[src/rtl/rcu_pll_seq_if.sv]
// Signal bundle between the RCU control/status side and the PLL sequencer.
// The master side drives strap, configuration and raw lock; the slave side is the sequencer.
interface rcu_pll_seq_if #(
  parameter int CFG_WIDTH    = 3,
  parameter int SETTLE_WIDTH = 8,
  parameter int LOCK_WIDTH   = 8,
  parameter int TMO_WIDTH    = 16
);
  logic                    pll_en_i;
  logic [CFG_WIDTH-1:0]    clk_cfg_i;
  logic [SETTLE_WIDTH-1:0] settle_cyc_i;
  logic [LOCK_WIDTH-1:0]   lock_cyc_i;
  logic [TMO_WIDTH-1:0]    timeout_i;
  logic                    pll_lock_raw_i;
  logic                    pll_pd_o;
  logic                    pll_rst_o;
  logic [CFG_WIDTH-1:0]    pll_cfg_o;
  logic                    pll_lock_o;
  logic                    lock_lost_o;
  logic                    timeout_o;
  logic [7:0]              relock_cnt_o;
  logic [2:0]              state_o;

  modport master (
    output pll_en_i, clk_cfg_i, settle_cyc_i, lock_cyc_i, timeout_i, pll_lock_raw_i,
    input  pll_pd_o, pll_rst_o, pll_cfg_o, pll_lock_o, lock_lost_o, timeout_o,
           relock_cnt_o, state_o
  );

  modport slave (
    input  pll_en_i, clk_cfg_i, settle_cyc_i, lock_cyc_i, timeout_i, pll_lock_raw_i,
    output pll_pd_o, pll_rst_o, pll_cfg_o, pll_lock_o, lock_lost_o, timeout_o,
           relock_cnt_o, state_o
  );
endinterface

[src/rtl/rcu_pll_seq.sv]
// PLL power-up/lock sequencer: drives PLL power-down, reset and config, and filters
// the raw lock into a clean pll_lock_o with loss-of-lock and timeout detection.
module rcu_pll_seq #(
  parameter int CFG_WIDTH    = 3,
  parameter int SETTLE_WIDTH = 8,
  parameter int LOCK_WIDTH   = 8,
  parameter int TMO_WIDTH    = 16
) (
  input  logic         clk_i,
  input  logic         rst_n_i,
  rcu_pll_seq_if.slave bus
);

  typedef enum logic [2:0] {
    ST_OFF    = 3'd0,
    ST_RST    = 3'd1,
    ST_WAIT   = 3'd2,
    ST_LOCKED = 3'd3,
    ST_FAIL   = 3'd4
  } state_t;

  state_t                  state_reg, state_next;
  logic                    sync1_reg, sync2_reg;
  logic [CFG_WIDTH-1:0]    cfg_reg, cfg_next;
  logic [SETTLE_WIDTH-1:0] settle_reg, settle_next;
  logic [LOCK_WIDTH-1:0]   filt_reg, filt_next;
  logic [TMO_WIDTH-1:0]    tmo_reg, tmo_next;
  logic                    lost_reg, lost_next;
  logic [7:0]              relock_reg, relock_next;

  logic                    cfg_change;
  logic [LOCK_WIDTH:0]     lock_target;
  logic [LOCK_WIDTH:0]     filt_inc;
  logic [TMO_WIDTH:0]      tmo_inc;
  logic                    lock_hit;
  logic                    tmo_hit;

  // Compares run one bit wider so a counter at all-ones cannot wrap past the target.
  assign cfg_change  = (bus.clk_cfg_i != cfg_reg);
  assign lock_target = (bus.lock_cyc_i == '0) ? (LOCK_WIDTH+1)'(1) : {1'b0, bus.lock_cyc_i};
  assign filt_inc    = {1'b0, filt_reg} + (LOCK_WIDTH+1)'(1);
  assign tmo_inc     = {1'b0, tmo_reg} + (TMO_WIDTH+1)'(1);
  assign lock_hit    = sync2_reg && (filt_inc >= lock_target);
  assign tmo_hit     = (bus.timeout_i != '0) && (tmo_inc >= {1'b0, bus.timeout_i});

  always_ff @(posedge clk_i or negedge rst_n_i) begin
    if (!rst_n_i) begin
      sync1_reg  <= 1'b0;
      sync2_reg  <= 1'b0;
      state_reg  <= ST_OFF;
      cfg_reg    <= '0;
      settle_reg <= '0;
      filt_reg   <= '0;
      tmo_reg    <= '0;
      lost_reg   <= 1'b0;
      relock_reg <= '0;
    end else begin
      sync1_reg  <= bus.pll_lock_raw_i;
      sync2_reg  <= sync1_reg;
      state_reg  <= state_next;
      cfg_reg    <= cfg_next;
      settle_reg <= settle_next;
      filt_reg   <= filt_next;
      tmo_reg    <= tmo_next;
      lost_reg   <= lost_next;
      relock_reg <= relock_next;
    end
  end

  always_comb begin
    state_next  = state_reg;
    cfg_next    = cfg_reg;
    settle_next = settle_reg;
    filt_next   = filt_reg;
    tmo_next    = tmo_reg;
    lost_next   = 1'b0;
    relock_next = relock_reg;

    if (!bus.pll_en_i) begin
      state_next = ST_OFF;
    end else if (state_reg == ST_OFF || cfg_change) begin
      cfg_next    = bus.clk_cfg_i;
      settle_next = bus.settle_cyc_i;
      state_next  = ST_RST;
    end else begin
      case (state_reg)
        ST_RST: begin
          if (settle_reg == '0) begin
            state_next = ST_WAIT;
            filt_next  = '0;
            tmo_next   = '0;
          end else begin
            settle_next = settle_reg - SETTLE_WIDTH'(1);
          end
        end
        ST_WAIT: begin
          filt_next = sync2_reg ? filt_inc[LOCK_WIDTH-1:0] : '0;
          tmo_next  = (tmo_reg == '1) ? tmo_reg : tmo_inc[TMO_WIDTH-1:0];
          // A lock reached on the very cycle the timeout expires still counts as locked.
          if (lock_hit) begin
            state_next = ST_LOCKED;
          end else if (tmo_hit) begin
            state_next = ST_FAIL;
          end
        end
        ST_LOCKED: begin
          if (!sync2_reg) begin
            lost_next   = 1'b1;
            relock_next = (relock_reg == 8'hFF) ? relock_reg : relock_reg + 8'd1;
            settle_next = bus.settle_cyc_i;
            state_next  = ST_RST;
          end
        end
        ST_FAIL: state_next = ST_FAIL;
        default: state_next = ST_OFF;
      endcase
    end
  end

  assign bus.pll_pd_o     = (state_reg == ST_OFF) || (state_reg == ST_FAIL);
  assign bus.pll_rst_o    = (state_reg != ST_WAIT) && (state_reg != ST_LOCKED);
  assign bus.pll_cfg_o    = cfg_reg;
  assign bus.pll_lock_o   = (state_reg == ST_LOCKED);
  assign bus.lock_lost_o  = lost_reg;
  assign bus.timeout_o    = (state_reg == ST_FAIL);
  assign bus.relock_cnt_o = relock_reg;
  assign bus.state_o      = state_reg;

endmodule

[src/flat_wrapper.sv]
// flat-port wrapper written by rule: the top's interface ports become plain ports
module rcu_pll_seq_flat 
#(
  parameter int CFG_WIDTH    = 3,
  parameter int SETTLE_WIDTH = 8,
  parameter int LOCK_WIDTH   = 8,
  parameter int TMO_WIDTH    = 16
)
  (clk_i, rst_n_i, bus_pll_en_i, bus_clk_cfg_i, bus_settle_cyc_i, bus_lock_cyc_i, bus_timeout_i, bus_pll_lock_raw_i, bus_pll_pd_o, bus_pll_rst_o, bus_pll_cfg_o, bus_pll_lock_o, bus_lock_lost_o, bus_timeout_o, bus_relock_cnt_o, bus_state_o);
  rcu_pll_seq_if #(.CFG_WIDTH(CFG_WIDTH), .SETTLE_WIDTH(SETTLE_WIDTH), .LOCK_WIDTH(LOCK_WIDTH), .TMO_WIDTH(TMO_WIDTH)) bus_i ();
  input  logic clk_i;
  input  logic rst_n_i;
  input wire logic [$bits(bus_i.pll_en_i)-1:0] bus_pll_en_i;
  input wire logic [$bits(bus_i.clk_cfg_i)-1:0] bus_clk_cfg_i;
  input wire logic [$bits(bus_i.settle_cyc_i)-1:0] bus_settle_cyc_i;
  input wire logic [$bits(bus_i.lock_cyc_i)-1:0] bus_lock_cyc_i;
  input wire logic [$bits(bus_i.timeout_i)-1:0] bus_timeout_i;
  input wire logic [$bits(bus_i.pll_lock_raw_i)-1:0] bus_pll_lock_raw_i;
  output wire logic [$bits(bus_i.pll_pd_o)-1:0] bus_pll_pd_o;
  output wire logic [$bits(bus_i.pll_rst_o)-1:0] bus_pll_rst_o;
  output wire logic [$bits(bus_i.pll_cfg_o)-1:0] bus_pll_cfg_o;
  output wire logic [$bits(bus_i.pll_lock_o)-1:0] bus_pll_lock_o;
  output wire logic [$bits(bus_i.lock_lost_o)-1:0] bus_lock_lost_o;
  output wire logic [$bits(bus_i.timeout_o)-1:0] bus_timeout_o;
  output wire logic [$bits(bus_i.relock_cnt_o)-1:0] bus_relock_cnt_o;
  output wire logic [$bits(bus_i.state_o)-1:0] bus_state_o;
  assign bus_i.pll_en_i = bus_pll_en_i;
  assign bus_i.clk_cfg_i = bus_clk_cfg_i;
  assign bus_i.settle_cyc_i = bus_settle_cyc_i;
  assign bus_i.lock_cyc_i = bus_lock_cyc_i;
  assign bus_i.timeout_i = bus_timeout_i;
  assign bus_i.pll_lock_raw_i = bus_pll_lock_raw_i;
  assign bus_pll_pd_o = bus_i.pll_pd_o;
  assign bus_pll_rst_o = bus_i.pll_rst_o;
  assign bus_pll_cfg_o = bus_i.pll_cfg_o;
  assign bus_pll_lock_o = bus_i.pll_lock_o;
  assign bus_lock_lost_o = bus_i.lock_lost_o;
  assign bus_timeout_o = bus_i.timeout_o;
  assign bus_relock_cnt_o = bus_i.relock_cnt_o;
  assign bus_state_o = bus_i.state_o;
  rcu_pll_seq #(.CFG_WIDTH(CFG_WIDTH), .SETTLE_WIDTH(SETTLE_WIDTH), .LOCK_WIDTH(LOCK_WIDTH), .TMO_WIDTH(TMO_WIDTH)) u_core (.clk_i(clk_i), .rst_n_i(rst_n_i), .bus(bus_i));
endmodule
[config.mk]
export PLATFORM = sky130hd
export DESIGN_NAME = rcu_pll_seq_flat
export DESIGN_NICKNAME = d
export VERILOG_FILES = /design/src/rtl/rcu_pll_seq_if.sv /design/src/rtl/rcu_pll_seq.sv /design/src/flat_wrapper.sv
export SDC_FILE = /design/constraint.sdc
export NUM_CORES = 1
export LEC_CHECK = 0
export ABC_AREA = 1
export BUFFER_PORTS_ARGS = -buffer_cell sky130_fd_sc_hd__buf_2
export CAP_MARGIN = 20
export CORE_ASPECT_RATIO = 0.5
export CORE_MARGIN = 4
export CORE_UTILIZATION = 50
export DETAILED_ROUTE_END_ITERATION = 6
export PLACE_DENSITY = 0.72
export SETUP_SLACK_MARGIN = 0.15
export SYNTH_ARGS = -nofsm -noshare
export SYNTH_HDL_FRONTEND = slang
export SYNTH_SLANG_ARGS = --single-unit
[constraint.sdc]
create_clock -name clk_i -period 5.6 [get_ports clk_i]
set_input_delay 1.68 -clock clk_i [delete_from_list [all_inputs] [get_ports clk_i]]
set_output_delay 1.68 -clock clk_i [all_outputs]
set_load 0.01 [all_outputs]
==> results.cfg <==
[yosys]
muxShareOfSynthArea_pct = 0.974
synth-main-ff-cell = dfrtp_1
postSynthAreaPerCell_um2 = 7.60
synth-simple-area-share_pct = 24.1
async_flop_share_pct = 100
synth_cells = 456
netlist_area_mm2 = 0.00347
synth_edf_count = 0
synth_top_family_by_area = simple AND/OR/NAND/NOR gates
ys_seq_area_share_pct = 35.4
synth-xor-area-share_pct = 7.83
ys_ff_latch = 49
synthAdderAreaFrac_pct = 10.5
synth_compound_area_share_pct = 11.0
synth_nets = 524
synth_cell_types = 38
ys_warn_count = 0

[finish]
final_common_cell = nand2_1
antenna_cells = 0
largest_reg_flops = 16
register_area_mm2 = 0.00123
fillers = 634
synthToLayoutAreaGrowth_pct = 16.5
multi_input_area_mm2 = 0.00189
final_cell_mix = nand2_1, inv_1, buf_2
utilization_pct = 60.3
nets = 584
drive_above_1_share_pct = 16.8
final_cells = 609

[floorplanning]
design.die.area_mm2 = 0.00841
fp.dieW_um = 126
ioPinCount = 58
core-area_mm2 = 0.00670
num_rows = 21
chipHeight_um = 66.9
initial_utilization_pct = 51.7

[clock_network]
clockBufferDepth = 2
root_buffer = clkbuf_16
cts_resized = 0
clk_pin_slew_worst_paths_ns = 0.06
cts_buffers = 5
cts.sinks = 49
post_cts.repair.setup_buffers = 0
cts_tree = done
holdBufCountCts = 0
htreeDepth = 2
clkLatencyLatePin_ns = 0.28

[detailed_routing]
route.detailed.drc = 0
wirelength_um = 6910
drtPass1Iterations = 4
first_iter_violations = 108
wl_per_cell_um = 11.3
antenna_left = 0
via_per_inst = 4.85
vias = 2951

[pwr]
ir_drop_mv = 0.162
p_switching_uw = 237
clkPwrFrac_pct = 40.6
p_per_area_mw_per_mm2 = 232
leakage_uw = 0.00228
power.internal_uw = 700
swShare_pct = 25.3
pwr-share-comb_pct = 17.3
p_seq_share_pct = 42.1

[critical_path]
worstPathMaxFanout = 20
cp-endpoint = u_core.tmo_reg[12]$_DFFE_PN0P_
start_kind = input pin
max_stage_delay_ns = 0.75
crit_cells = 10
reg2reg_slack_ns = 2.45
path_common_cell = a21oi_2
crit_path_top_delay_cell = a21oi_2
r2r_cells = 24
cp.required_ns = 5.81
reg2reg_from = u_core.tmo_reg[0]$_DFFE_PN0P_
crit_chain = buf_2 -> xor2_1 -> a21oi_2 -> nand2_2 -> nor2_4 -> inv_2 -> or2_0 -> a21oi_2 -> nand2_4 -> o21ai_2
critPathLaunch = bus_clk_cfg_i[2]
r2r-end = u_core.bus.state_o[1]$_DFFE_PN0P_
critical_path.top_delay_family = compound AO/OA/AOI/OAI gates
cp.arrival_ns = 3.99
critPathBufInv = 2
crit_path_end_kind = flip-flop
crit_type = input pin to flip-flop

[grt]
grt_max_degree = 50
track_usage_pct = 16.8
grt_pass1_wl_um = 11500
grt_pass1_vias = 2579
grt-ovfl-total = 0
antenna_found_initial = 0

[outcome]
status = finished, final reports clean

[timing]
relSlewSlack_pct = 34.8
worst_clock_skew_ns = 0.00682
clock.fmax_mhz = 264
rsz0062_at_grt = no
setup_ws_ns = 1.81
worstMarginPinSlew_ns = 0.974
slew_viol_final = 0
fin_crit_ns = 3.79
report.final.hold_viol_count = 0
setup_viol = 0
timing.final.crit_share_pct = 67.6
finalSetupTns_ns = 0

[place]
port_buffers = 57
dp.cells = 601
pre_cts_ws_ns = 1.51
hpwl_um = 5570
routabilityCongestion = 0.820

[run]
max_cap_viol_count = 0

[hold_path]
hp-class = flip-flop to flip-flop
-- cells by family (layout without fill, tap and decap cells) --
group                      after synthesis  count (layout)
xor gates and xnor gates                31              31
adders and majority gates               29              29
DFF                                     49              49
buffers and inverters                   90             151
and+or+nand+nor                        196             196
AOI/OAI and AO/OA                       58              58
muxes                                    3               3
-- worst min path at each step --
stage	depth (start not counted)	from	end	slack, ns
5_1_grt	0	u_core.sync1_reg$_DFF_PN0_	u_core.sync2_reg$_DFF_PN0_	0.36
6_report	0	u_core.sync1_reg$_DFF_PN0_	u_core.sync2_reg$_DFF_PN0_	0.35
2_1_floorplan	0	u_core.sync1_reg$_DFF_PN0_	u_core.sync2_reg$_DFF_PN0_	0.33
4_1_cts	0	u_core.sync1_reg$_DFF_PN0_	u_core.sync2_reg$_DFF_PN0_	0.35
3_5_place_dp	0	u_core.sync1_reg$_DFF_PN0_	u_core.sync2_reg$_DFF_PN0_	0.33
3_3_place_gp	0	u_core.sync1_reg$_DFF_PN0_	u_core.sync2_reg$_DFF_PN0_	0.34
-- cell type report --
type / count / share of cell area (%)
Sequential cell: 49 / 30.4
Clock inverter: 3 / 1.70
Tap cell: 92 / 2.85
Timing Repair Buffer: 59 / 7.43
Inverter: 84 / 7.81
Clock buffer: 5 / 3.10
Multi-Input combinational cell: 317 / 46.7
-- cell usage after synthesis, types with 2 or more instances --
cell	number	area, um^2
xnor2_1	7	61.3
ha_1	29	363
nor2_1	35	131
or3_1	2	12.5
nand3b_1	3	22.5
inv_1	82	308
nor4_1	6	37.5
nand2_1	112	420
buf_2	3	15.0
a21oi_2	2	17.5
mux2_2	3	33.8
nand4_1	3	18.8
o22ai_2	5	62.6
inv_2	2	7.51
nor3_1	6	30.0
a21oi_1	12	60.1
xor2_1	24	210
nand3_1	23	115
a32o_1	2	20.0
o21ai_0	22	110
dfrtp_1	49	1230
o211ai_1	2	15.0
o22ai_1	2	12.5
a31oi_1	4	25.0
o21ai_2	3	26.3
-- metrics by stage --
stage | cell area, um^2 | power (uW) | hold slack (ns)
after floorplan | 3470 | 509 | 0.331
after detailed placement | 3840 | 564 | 0.335
after global placement | 3840 | 560 | 0.336
final | 4040 | 938 | 0.348
after global routing | 4040 | 991 | 0.357
after CTS | 4040 | 949 | 0.350
-- layer usage --
metal	global-route usage, %	wire length (um)
met2	27.5	2940
met1	23.7	3700
met4	3.21	30
met3	2.96	231
met5	0	0
-- worst register-to-register path, delay by kind of cell (launching register included) --
| kind | cells | cell delay (ns) |
|---|---|---|
| xor gates and xnor gates | 1 | 0.29 |
| DFF | 1 | 0.46 |
| adders and majority gates | 2 | 0.52 |
| AOI/OAI and AO/OA | 2 | 0.20 |
| and+or+nand+nor | 16 | 1.39 |
| buffers and inverters | 3 | 0.19 |
-- power groups by stage --
stage                     Combinational, uW  Clock, uW  Sequential [uW]
after floorplan                         110          0              399
after global placement                  160          0              400
after detailed placement                163          0              401
after CTS                               164        391              395
after global routing                    187        406              398
final                                   162        381              395
Power figures use the tool's default switching activity.
